## src/rtl/fwd_sel_ctrl.sv

```systemverilog
// fwd_sel_ctrl: EX-stage operand forwarding selects and load-use stall request.
// Tracks destination tags of the instructions in EX and MEM. Selects for the
// instruction entering EX are computed one edge ahead, so the muxes see flops.
module fwd_sel_ctrl #(
    parameter int REG_W = 5
) (
    input  logic             clk,
    input  logic             resetn,
    input  logic             ext_stall,
    input  logic             id_flush,
    input  logic             id_valid,
    input  logic [REG_W-1:0] id_rs,
    input  logic [REG_W-1:0] id_rt,
    input  logic             id_rs_used,
    input  logic             id_rt_used,
    input  logic             id_wen,
    input  logic [REG_W-1:0] id_wreg,
    input  logic             id_mem_read,
    output logic [1:0]       fwd_sel_a,
    output logic [1:0]       fwd_sel_b,
    output logic             load_use_stall
);

    localparam logic [1:0] SEL_RF  = 2'b00;
    localparam logic [1:0] SEL_MEM = 2'b01;  // EX/MEM result
    localparam logic [1:0] SEL_WB  = 2'b10;  // MEM/WB result

    typedef struct packed {
        logic             valid;
        logic             wen;
        logic [REG_W-1:0] wreg;
        logic             mem_read;
    } slot_t;

    // The EX slot needs mem_read for the load-use check. The MEM slot only has to
    // answer "does it write r". The WB tag is not stored at all: the regfile
    // writes through, so nothing ever reads it.
    slot_t            ex_q, ex_d;
    logic             mem_vld_q, mem_vld_d;
    logic             mem_wen_q, mem_wen_d;
    logic [REG_W-1:0] mem_wreg_q, mem_wreg_d;
    logic [1:0]       sel_a_q, sel_a_d;
    logic [1:0]       sel_b_q, sel_b_d;

    // A live tag that writes r. r0 is hardwired zero and is never forwarded.
    function automatic logic writes(input logic v, input logic w,
                                    input logic [REG_W-1:0] wreg,
                                    input logic [REG_W-1:0] r);
        return v && w && (wreg == r) && (r != '0);
    endfunction

    // Select for one source operand of the ID instruction. EX wins over MEM (younger).
    function automatic logic [1:0] pick(input logic used, input logic [REG_W-1:0] r);
        if (!id_valid || !used)                          return SEL_RF;
        if (writes(ex_q.valid, ex_q.wen, ex_q.wreg, r))  return SEL_MEM;
        if (writes(mem_vld_q, mem_wen_q, mem_wreg_q, r)) return SEL_WB;
        return SEL_RF;
    endfunction

    // Load in EX feeding ID: hold IF/ID one cycle. A flushed ID instruction never stalls.
    always_comb begin
        load_use_stall = !id_flush && id_valid && ex_q.valid && ex_q.wen && ex_q.mem_read
                      && (ex_q.wreg != '0)
                      && ((id_rs_used && ex_q.wreg == id_rs) || (id_rt_used && ex_q.wreg == id_rt));
    end

    // Next tag slots and selects: freeze, bubble, or advance.
    always_comb begin
        ex_d       = ex_q;
        mem_vld_d  = mem_vld_q;
        mem_wen_d  = mem_wen_q;
        mem_wreg_d = mem_wreg_q;
        sel_a_d    = sel_a_q;
        sel_b_d    = sel_b_q;
        if (!ext_stall) begin
            mem_vld_d  = ex_q.valid;
            mem_wen_d  = ex_q.wen;
            mem_wreg_d = ex_q.wreg;
            if (id_flush || load_use_stall) begin
                ex_d    = '0;
                sel_a_d = SEL_RF;
                sel_b_d = SEL_RF;
            end else begin
                ex_d.valid    = id_valid;
                ex_d.wen      = id_wen;
                ex_d.wreg     = id_wreg;
                ex_d.mem_read = id_mem_read;
                sel_a_d       = pick(id_rs_used, id_rs);
                sel_b_d       = pick(id_rt_used, id_rt);
            end
        end
    end

    // State registers; reset drops every tag at once.
    always_ff @(posedge clk or negedge resetn) begin
        if (!resetn) begin
            ex_q       <= '0;
            mem_vld_q  <= 1'b0;
            mem_wen_q  <= 1'b0;
            mem_wreg_q <= '0;
            sel_a_q    <= SEL_RF;
            sel_b_q    <= SEL_RF;
        end else begin
            ex_q       <= ex_d;
            mem_vld_q  <= mem_vld_d;
            mem_wen_q  <= mem_wen_d;
            mem_wreg_q <= mem_wreg_d;
            sel_a_q    <= sel_a_d;
            sel_b_q    <= sel_b_d;
        end
    end

    assign fwd_sel_a = sel_a_q;
    assign fwd_sel_b = sel_b_q;

endmodule

```

## config.mk

```make
export PLATFORM = sky130hd
export DESIGN_NAME = fwd_sel_ctrl
export DESIGN_NICKNAME = d
export VERILOG_FILES = /design/src/rtl/fwd_sel_ctrl.sv
export SDC_FILE = /design/constraint.sdc
export NUM_CORES = 1
export LEC_CHECK = 0
export ABC_AREA = 1
export CORE_MARGIN = 1
export CORE_UTILIZATION = 53
export DETAILED_ROUTE_END_ITERATION = 10
export HOLD_SLACK_MARGIN = 0.05
export PLACE_DENSITY_LB_ADDON = 0.25
export SKIP_LAST_GASP = 1
export SYNTH_ARGS = -nofsm -noshare
export SYNTH_HDL_FRONTEND = slang
export SYNTH_SLANG_ARGS = --single-unit
```

## constraint.sdc

```tcl
create_clock -name clk -period 3.2 [get_ports clk]
set_input_delay 0.64 -clock clk [delete_from_list [all_inputs] [get_ports clk]]
set_output_delay 0.64 -clock clk [all_outputs]
set_load 0.05 [all_outputs]
```

==> results.md <==
* CP Class: in2out
* Initial antenna violation count at 0
* Std cell rows at 17
* Placed cell areas at 1590 um^2
* Core Area at 2230 um^2
* Max Transition Viols Final at 0
* I/O pin cnt at 29
* Slowest CP cell: clkdlybuf4s50_1
* Cell Chain, Critical Path: clkdlybuf4s50_1 > inv_1 > nand2_1 > nand2_1 > nor2_1 > nand4_1 > nand2_1 > nand2_2 > inv_1 > buf_12
* Footprint of the multi-input gates at 639 um^2
* Crit path launch: id_rt[2]
* Crit-path max FO at 13
* Fmax at 0.356 GHz
* Synth Net Count at 230
* Final setup vio count at 0
* Sw power at 0.000166 W
* Cell area after synthesis at 1280 um^2
* Routed len/inst at 12.2 um
* Core Util, Final at 72.2%
* Most area-consuming cells after synthesis: dfrtp_1 37%, nand2_1 24%, inv_1 9.1%, nand3_1 7.4%, nor2_1 6.5%
* CTS max path bufs at 2
* Mapped Cells at 206
* EDFF count, synth at 0
* Final WS setup at 387 ps
* Post-Syn Area per Cell at 6.20 um^2
* Status: finished clean
* Final wirelength at 3.21 mm
* Synth Flop Type: dfrtp_1
* Non-Filler Instances at 263
* Crit-path max cell delay at 500 ps
* Total Routing Usage GR at 26.9%
* Leakage at 0.889 nW
* Power Density at 327 nW/um^2
* Clock Latency Late Sink at 300 ps
* Slew margin rel. at 40.1%
* # Post-CTS Setup Buffers at 0
* Layout cells sized above 1 at 5.53%
* CTS H-Tree Depth at 1
* Num CTS Buffers at 3
* Hold Crit Class: reg2reg
* Fillers at 198
* R2R Path Start: ex_q[4]
* Detailed-route via count at 1364
* Worst setup EP type: output pin
* Hold buffers post-CTS at 0
* GP Congestion at 0.989
* Register area at 475 um^2
* Synth top area share at 37.2%
* Largest area contributor in the netlist: dfrtp_1
* Placed cells at 259
* Die H at 51.1 um
* Worst-margin pin slew at 895 ps
* Die area at 2610 um^2
* Hold Vio Cnt, Final at 0
* Cell seen most often among critical-path stages: nand2_1
* CTS tree: done
* CTS resizes at 0
* Area growth syn-to-layout at 26.2%
* Int Pwr at 0.000362 W
* Setup Skew at 2.70 ps
* Vias in the first global route at 1194
* GRT overflow at 0
* IO buf count at 28
* Cell area after layout at 1610 um^2
* Clock power frac at 24.0%
* Total Nets Final at 260
* DRC at 0
* Antenna Nets Post-Route at 0
* Ant. Diodes at 0
* DRT Pass-1 Iters at 4
* Synth async-reset ratio at 100%
* R2R Setup Slk at 1740 ps
* Initial Utilization at 57.2%
* First-pass GRT wire length at 5.17 mm
* Signal arrival time at the worst endpoint at 2170 ps
* Min Clock Period, post-route at 2810 ps
* Setup WS pre-CTS at 383 ps
* CTS Root Cell: clkbuf_4
* Sw Ratio at 31.5%
* Critical path endpoint: load_use_stall
* Period utilisation layout at 87.9%
* CTS sink count at 19
* Crit path required time at 2560 ps
* Flip-flop and latch count after synthesis at 19
* Pin count of the biggest net entering global routing at 30
* Unrepaired setup endpoints after global routing: no
* Initial DRC count at 50
* Comb power frac at 24.0%
* Max-Cap Viols at 0
* Sequential fraction of the synthesis area at 37.2%
* TNS Setup at 0 ps
* Post-synth top cells: 81 x nand2_1, 31 x inv_1, 22 x nor2_1
* Via-per-instance ratio at 5.19
* Seq pwr share at 52.0%
* Clk slew on worst S/H paths at 120 ps
* Top-count cell post-synth: nand2_1
* Synth cell types at 20
* Synth Warn # at 0
* R2R cell count at 9
* R2r endpoint: ex_q[3]
* Max VDD drop at 296 uV
* Die W at 51.1 um
* Post-DP HPWL at 2.51 mm
* CP Launch Type: input pin
[critical path: cells and delay by family]
kind,cells,cell delay (ps)
AND/OR/NAND/NOR,6,640
buffers and inverters,4,890
[layout make-up]
type                       count  share of cell area (%)
multi-input combinational    147                    39.6
sequential                    19                    29.5
timing repair buffer          30                    18.9
inverter                      35                    8.15
tap                           28                    2.17
clock buffer                   4                    1.63
[layer usage]
metal	wire length (um)	global-route usage [%]
met1	1400	33.5
met2	1560	48.9
met3	213	3.57
met4	42	5.56
met5	0	0
[power by group through the flow]
stage	clock network, W	registers (W)	logic [W]
2_1_floorplan	0	0.000274	0.0000713
3_3_place_gp	0	0.000278	0.000120
3_5_place_dp	0	0.000278	0.000125
4_1_cts	0.000127	0.000274	0.000126
5_1_grt	0.000139	0.000276	0.000141
6_report	0.000127	0.000274	0.000127
[metrics by stage]
step           hold WS, ps  total power (W)
2_1_floorplan          344         0.000345
3_3_place_gp           458         0.000398
3_5_place_dp           464         0.000404
4_1_cts                490         0.000526
5_1_grt                509         0.000557
6_report               488         0.000528
[logic make-up after synthesis]
| group | synth area share (%) |
|---|---|
| xor+xnor | 3.43 |
| simple gates | 43.4 |
| flops | 37.2 |
| compound gates | 3.23 |
| buf+inv | 12.7 |
[layout by cell type (no fill, tap or decap)]
cell type,count
a21oi_1,1
a31oi_1,1
buf_12,1
buf_4,2
clkbuf_1,1
clkbuf_4,3
clkdlybuf4s50_1,27
dfrtp_1,19
inv_1,31
inv_2,4
nand2_1,81
nand2_2,1
nand3_1,19
nand3_2,1
nand4_1,4
nor2_1,22
nor2_2,1
nor3_1,5
o21ai_0,6
xnor2_1,3
xor2_1,2
[how the worst min path moves through the flow]
| stage | startpoint | to | slack (ps) | cells past startpoint |
|---|---|---|---|---|
| 2_1_floorplan | resetn | ex_q[0] | 340 | 0 |
| 3_3_place_gp | mem_wen_q | mem_wen_q | 460 | 2 |
| 3_5_place_dp | mem_vld_q | mem_vld_q | 460 | 2 |
| 4_1_cts | mem_vld_q | mem_vld_q | 490 | 2 |
| 5_1_grt | fwd_sel_a[0] | fwd_sel_a[0] | 510 | 2 |
| 6_report | mem_vld_q | mem_vld_q | 490 | 2 |
[sequential cells by signal (all words and copies together) (netlist names)]
| signal | count |
|---|---|
| ex_q | 8 |
| mem_wreg_q | 5 |
| fwd_sel_a | 2 |
| fwd_sel_b | 2 |
| mem_vld_q | 1 |
| mem_wen_q | 1 |
No activity file was read; power rests on OpenSTA's default activity.
